$ cat src/rtl/dram_sched.sv
// DRAM access/refresh scheduler: CPU RAS/CAS sequencing plus CAS-before-RAS refresh.
// Optional DRAM_SCHED_LATE_WRITE_EN adds one extra column cycle to writes.
module dram_sched #(
  parameter int REF_INTERVAL = 13,
  parameter int PEND_MAX     = 4
) (
  input  logic       C7M,
  input  logic       RES,
  input  logic       CPUReq,
  input  logic       CPUWE,
  input  logic       CPUBank,
  input  logic       RefTick,
  output logic       CPUAck,
  output logic       Busy,
  output logic       nRAS,
  output logic       nCAS0,
  output logic       nCAS1,
  output logic       CASel,
  output logic [2:0] RefPend,
  output logic       RefOvf
);

  typedef enum logic [3:0] {
    IDLE, ROW, COL, COLW, CAS1, CAS2, PRE,
    RCAS, RRAS, RHOLD, RPRE
  } state_t;

  localparam logic [7:0] LAST = 8'(REF_INTERVAL - 1);
  localparam logic [2:0] PMAX = 3'(PEND_MAX);

  state_t     state, nxt;
  logic       we_q, bank_q;
  logic [7:0] cnt;
  logic       ref_req, ref_done;

  assign ref_req  = RefTick && (cnt == LAST);
  assign ref_done = (state == RPRE);

  always_comb begin
    nxt = state;
    unique case (state)
      IDLE: begin
        if (RefPend >= PMAX)     nxt = RCAS;
        else if (CPUReq)         nxt = ROW;
        else if (RefPend != 3'd0) nxt = RCAS;
        else                     nxt = IDLE;
      end
      ROW:  nxt = COL;
`ifdef DRAM_SCHED_LATE_WRITE_EN
      COL:  nxt = we_q ? COLW : CAS1;
`else
      COL:  nxt = CAS1;
`endif
      COLW:  nxt = CAS1;
      CAS1:  nxt = CAS2;
      CAS2:  nxt = PRE;
      PRE:   nxt = IDLE;
      RCAS:  nxt = RRAS;
      RRAS:  nxt = RHOLD;
      RHOLD: nxt = RPRE;
      RPRE:  nxt = IDLE;
      default: nxt = IDLE;
    endcase
  end

  always_ff @(posedge C7M or posedge RES) begin
    if (RES) begin
      state   <= IDLE;
      we_q    <= 1'b0;
      bank_q  <= 1'b0;
      cnt     <= 8'd0;
      RefPend <= 3'd0;
      RefOvf  <= 1'b0;
    end else begin
      state <= nxt;
      if (state == IDLE && nxt == ROW) begin
        we_q   <= CPUWE;
        bank_q <= CPUBank;
      end
      if (RefTick)
        cnt <= ref_req ? 8'd0 : cnt + 8'd1;
      if (ref_req && RefPend == 3'd7)
        RefOvf <= 1'b1;
      // simultaneous request and completion cancel out
      if (ref_req && !ref_done && RefPend != 3'd7)
        RefPend <= RefPend + 3'd1;
      else if (!ref_req && ref_done)
        RefPend <= RefPend - 3'd1;
    end
  end

  always_comb begin
    nRAS   = 1'b1;
    nCAS0  = 1'b1;
    nCAS1  = 1'b1;
    CASel  = 1'b0;
    CPUAck = 1'b0;
    Busy   = (state != IDLE);
    unique case (state)
      ROW: nRAS = 1'b0;
      COL, COLW: begin
        nRAS  = 1'b0;
        CASel = 1'b1;
      end
      CAS1, CAS2: begin
        nRAS  = 1'b0;
        CASel = 1'b1;
        nCAS0 = bank_q;
        nCAS1 = !bank_q;
      end
      PRE: CPUAck = 1'b1;
      RCAS: begin
        nCAS0 = 1'b0;
        nCAS1 = 1'b0;
      end
      RRAS: begin
        nRAS  = 1'b0;
        nCAS0 = 1'b0;
        nCAS1 = 1'b0;
      end
      RHOLD: nRAS = 1'b0;
      default: ;
    endcase
  end

endmodule

$ cat config.mk
export PLATFORM = sky130hd
export DESIGN_NAME = dram_sched
export DESIGN_NICKNAME = d
export VERILOG_FILES = /design/src/rtl/dram_sched.sv
export SDC_FILE = /design/constraint.sdc
export NUM_CORES = 1
export LEC_CHECK = 0
export ABC_CLOCK_PERIOD_IN_PS = 3800
export BUFFER_PORTS_ARGS = -buffer_cell sky130_fd_sc_hd__buf_2
export CORE_MARGIN = 10
export CORE_UTILIZATION = 59
export DETAILED_ROUTE_END_ITERATION = 16
export GPL_ROUTABILITY_DRIVEN = 0
export MAX_ROUTING_LAYER = met4
export PLACE_DENSITY = 0.81
export SLEW_MARGIN = 20
export SYNTH_ARGS = -nofsm -noshare
export SYNTH_HDL_FRONTEND = slang
export SYNTH_SLANG_ARGS = --single-unit
$ cat constraint.sdc
create_clock -name C7M -period 3.8 [get_ports C7M]
set_clock_uncertainty 0.05 [all_clocks]
set_input_delay 0.38 -clock C7M [delete_from_list [all_inputs] [get_ports C7M]]
set_output_delay 0.38 -clock C7M [all_outputs]
set_load 0.1 [all_outputs]
==> flow_summary_export.csv <==
group,metric,value,unit
routing,routedWlPerCell,15.20,um
global_routing,grt_pass1_wl,3512,um
final_layout,drive_gt1_frac,0.2564,
sta,fin_crit_sh,0.6131,
floorplan,ioPinCount,16,
critical_path,worst_ep_arrival_time,1.90,ns
routing,via_per_inst,6.188,
sta,fin_crit,2.330,ns
clocking,post_cts_buffers,0,
logic_synthesis,synthFlopType,"dfrtp_1",
sta,hold_viol_final,0,
sta,whs,0.07529,ns
sta,drv_slew,0,
routing,vias,823,
place,dpl_worst_slack,1.503,ns
sta,finalWorstSetupSlack,1.470,ns
floorplan,die-area,3798,sq um
logic_synthesis,netlist_top_cells_area,"dfrtp_1 (42%), nand2_1 (4.4%), xnor2_1 (3.4%)",
logic_synthesis,yosysTopAreaCell,"dfrtp_1",
logic_synthesis,netlist_instances,104,
routing,firstDrtPassIters,5,
clocking,cts_made_buffers,3,
logic_synthesis,syn_area_per_cell,9.829,sq um
critical_path,cp_max_fo,10,
critical_path,reg2reg_depth,8,
global_routing,grt_pass1_vias,803,
sta,setup_tns,0,ns
logic_synthesis,netlist_area,1022,sq um
critical_path,path_class,"flip-flop to primary output",
critical_path,worstPathRequired,3.37,ns
floorplan,core_area,1577,sq um
sta,tightest_slew,0.6199,ns
floorplan,initial_core_util,0.6484,
routing,wl_met1,902,um
routing,drc,0,
global_routing,overflow,0,
floorplan,dieHeight,61.63,um
sta,fmax,429.2,MHz
final_layout,layout_common_cells,"dfrtp_1 (17), buf_2 (14), nand2_1 (12), nor2_1 (8), nand3_1 (6)",
clocking,cts_tree,"done",
logic_synthesis,yosysUniqueCellTypes,46,
routing,wl,2022,um
place,placed_cell_area,1067,sq um
sta,max-slew-margin-rel,0.5863,
clocking,cts_hold_buf,0,
clocking,cts-resized-gates,0,
global_routing,antenna_found_initial,0,
clocking,clock-root-buffer,"clkbuf_4",
worst_hold_path,min_path_type,"input pin to asynchronous set/reset pin",
routing,routed-wl-met3,82,um
final_layout,final_common_cell,"dfrtp_1",
logic_synthesis,synth_edf_count,0,
flow_run,drv_cap,0,
final_layout,syn2layout_area_growth,7.099,%
critical_path,reg2reg_slack,1.49,ns
routing,routed.top_layer,"met4",
place,dp_hpwl,1548,um
logic_synthesis,yosysWarnings,0,
clocking,clockBufferDepth,2,
logic_synthesis,yosysSeqAreaShare,0.4162,
place,io_buffers,14,
clocking,htree_levels,1,
final_layout,diodes,0,
sta,rsz0062_at_grt,"no",
final_layout,nNetsFinal,127,
sta,setup-violations-final,0,
routing,ant_nets,0,
clocking,clkLatencyLatePin,0.31,ns
logic_synthesis,synth_seq_cells,17,
final_layout,fillers,131,
critical_path,reg2reg_from,"cnt[0]$_DFFE_PP0P_",
logic_synthesis,async_flop_share,1.000,
routing,first_iter_violations,33,
logic_synthesis,synth_top_area_frac,0.4162,
critical_path,worstSetupStartpointType,"flip-flop",
final_layout,finish.instance_area,1095,sq um
critical_path,r2r_end,"RefPend[2]$_DFFE_PP0P_",
clocking,path_clk_slew,0.11,ns
critical_path,crit_path_end_kind,"primary output",
outcome,outcome,"complete, no violations",
logic_synthesis,syn-num-nets,113,
routing,met2_wirelength,997,um
global_routing,grt_max_degree,18,
global_routing,grt_usage,0.1247,
floorplan,row_count,14,
clocking,clkSinkCount,17,
floorplan,die_w,61.63,um
stage by stage:
stage,std cells,utilization
final,133,0.6944
after global routing,133,0.6944
after CTS,133,0.6944
after detailed placement,129,0.6770
after global placement,129,0.6770
after floorplan,104,-
routing by layer:
metal | vias up | global-route usage
li1 | 393 | -
met1 | 397 | 0.1523
met2 | 26 | 0.1933
met3 | 7 | 0.02469
met4 | 0 | 0.05732
met5 | - | -
registers in the layout, summed over array words and instances (netlist names):
signal   cells
bank_q       1
RefOvf       1
state        4
RefPend      3
cnt          8
worst max-delay path, stage by stage, from the launching register on:
cell and delay (ns):
dfrtp_1 0.50, or2_2 0.35, nor3_2 0.14, inv_1 0.09, nand3_1 0.08, buf_2 0.42
cells in the mapped netlist, drive strengths merged, types with 2 or more instances:
library cell / number
dfrtp: 17
nand2: 12
nor2: 8
nand3: 6
inv: 5
a21oi: 4
and3: 4
buf: 4
xnor2: 4
a21o: 2
a31o: 2
and2: 2
ha: 2
nand4: 2
nor3: 2
o21ai: 2
o22ai: 2
or2: 2
or3b: 2
kinds of logic (layout without fill, tap and decap cells):
group / after synthesis / count (layout) / synth area share
AOI/OAI and AO/OA: 21 / 21 / 0.1518
muxes: 1 / 1 / 0.01102
and+or+nand+nor: 47 / 47 / 0.2717
xor gates and xnor gates: 5 / 5 / 0.04284
adders and majority gates: 3 / 3 / 0.04406
buffers and inverters: 10 / 23 / 0.06242
DFF: 17 / 17 / 0.4162
how the worst max path moves through the flow:
stage / start / to / slack [ns] / cells past startpoint
final: state[3]$_DFF_PP0_ / nRAS / 1.47 / 5
after global routing: cnt[0]$_DFFE_PP0P_ / RefPend[2]$_DFFE_PP0P_ / 1.29 / 8
after CTS: state[3]$_DFF_PP0_ / nRAS / 1.46 / 5
after detailed placement: cnt[0]$_DFFE_PP0P_ / RefPend[2]$_DFFE_PP0P_ / 1.50 / 8
after global placement: cnt[0]$_DFFE_PP0P_ / RefPend[2]$_DFFE_PP0P_ / 1.54 / 8
after floorplan: state[2]$_DFF_PP0_ / nRAS / 1.10 / 5
cell type report:
cell class                      count  area [sq um]  share of cell area
Multi-Input combinational cell     77         533.0              0.4869
Sequential cell                    17         425.4              0.3886
Inverter                            5         18.77             0.01714
Tap cell                           16         20.02             0.01829
Timing Repair Buffer               14         70.07             0.06400
Clock inverter                      1         5.005            0.004571
Clock buffer                        3         22.52             0.02057
Power is left out: the tool's default activity adds up to more than one toggle a clock period on the data nets, which glitch-free logic cannot reach.
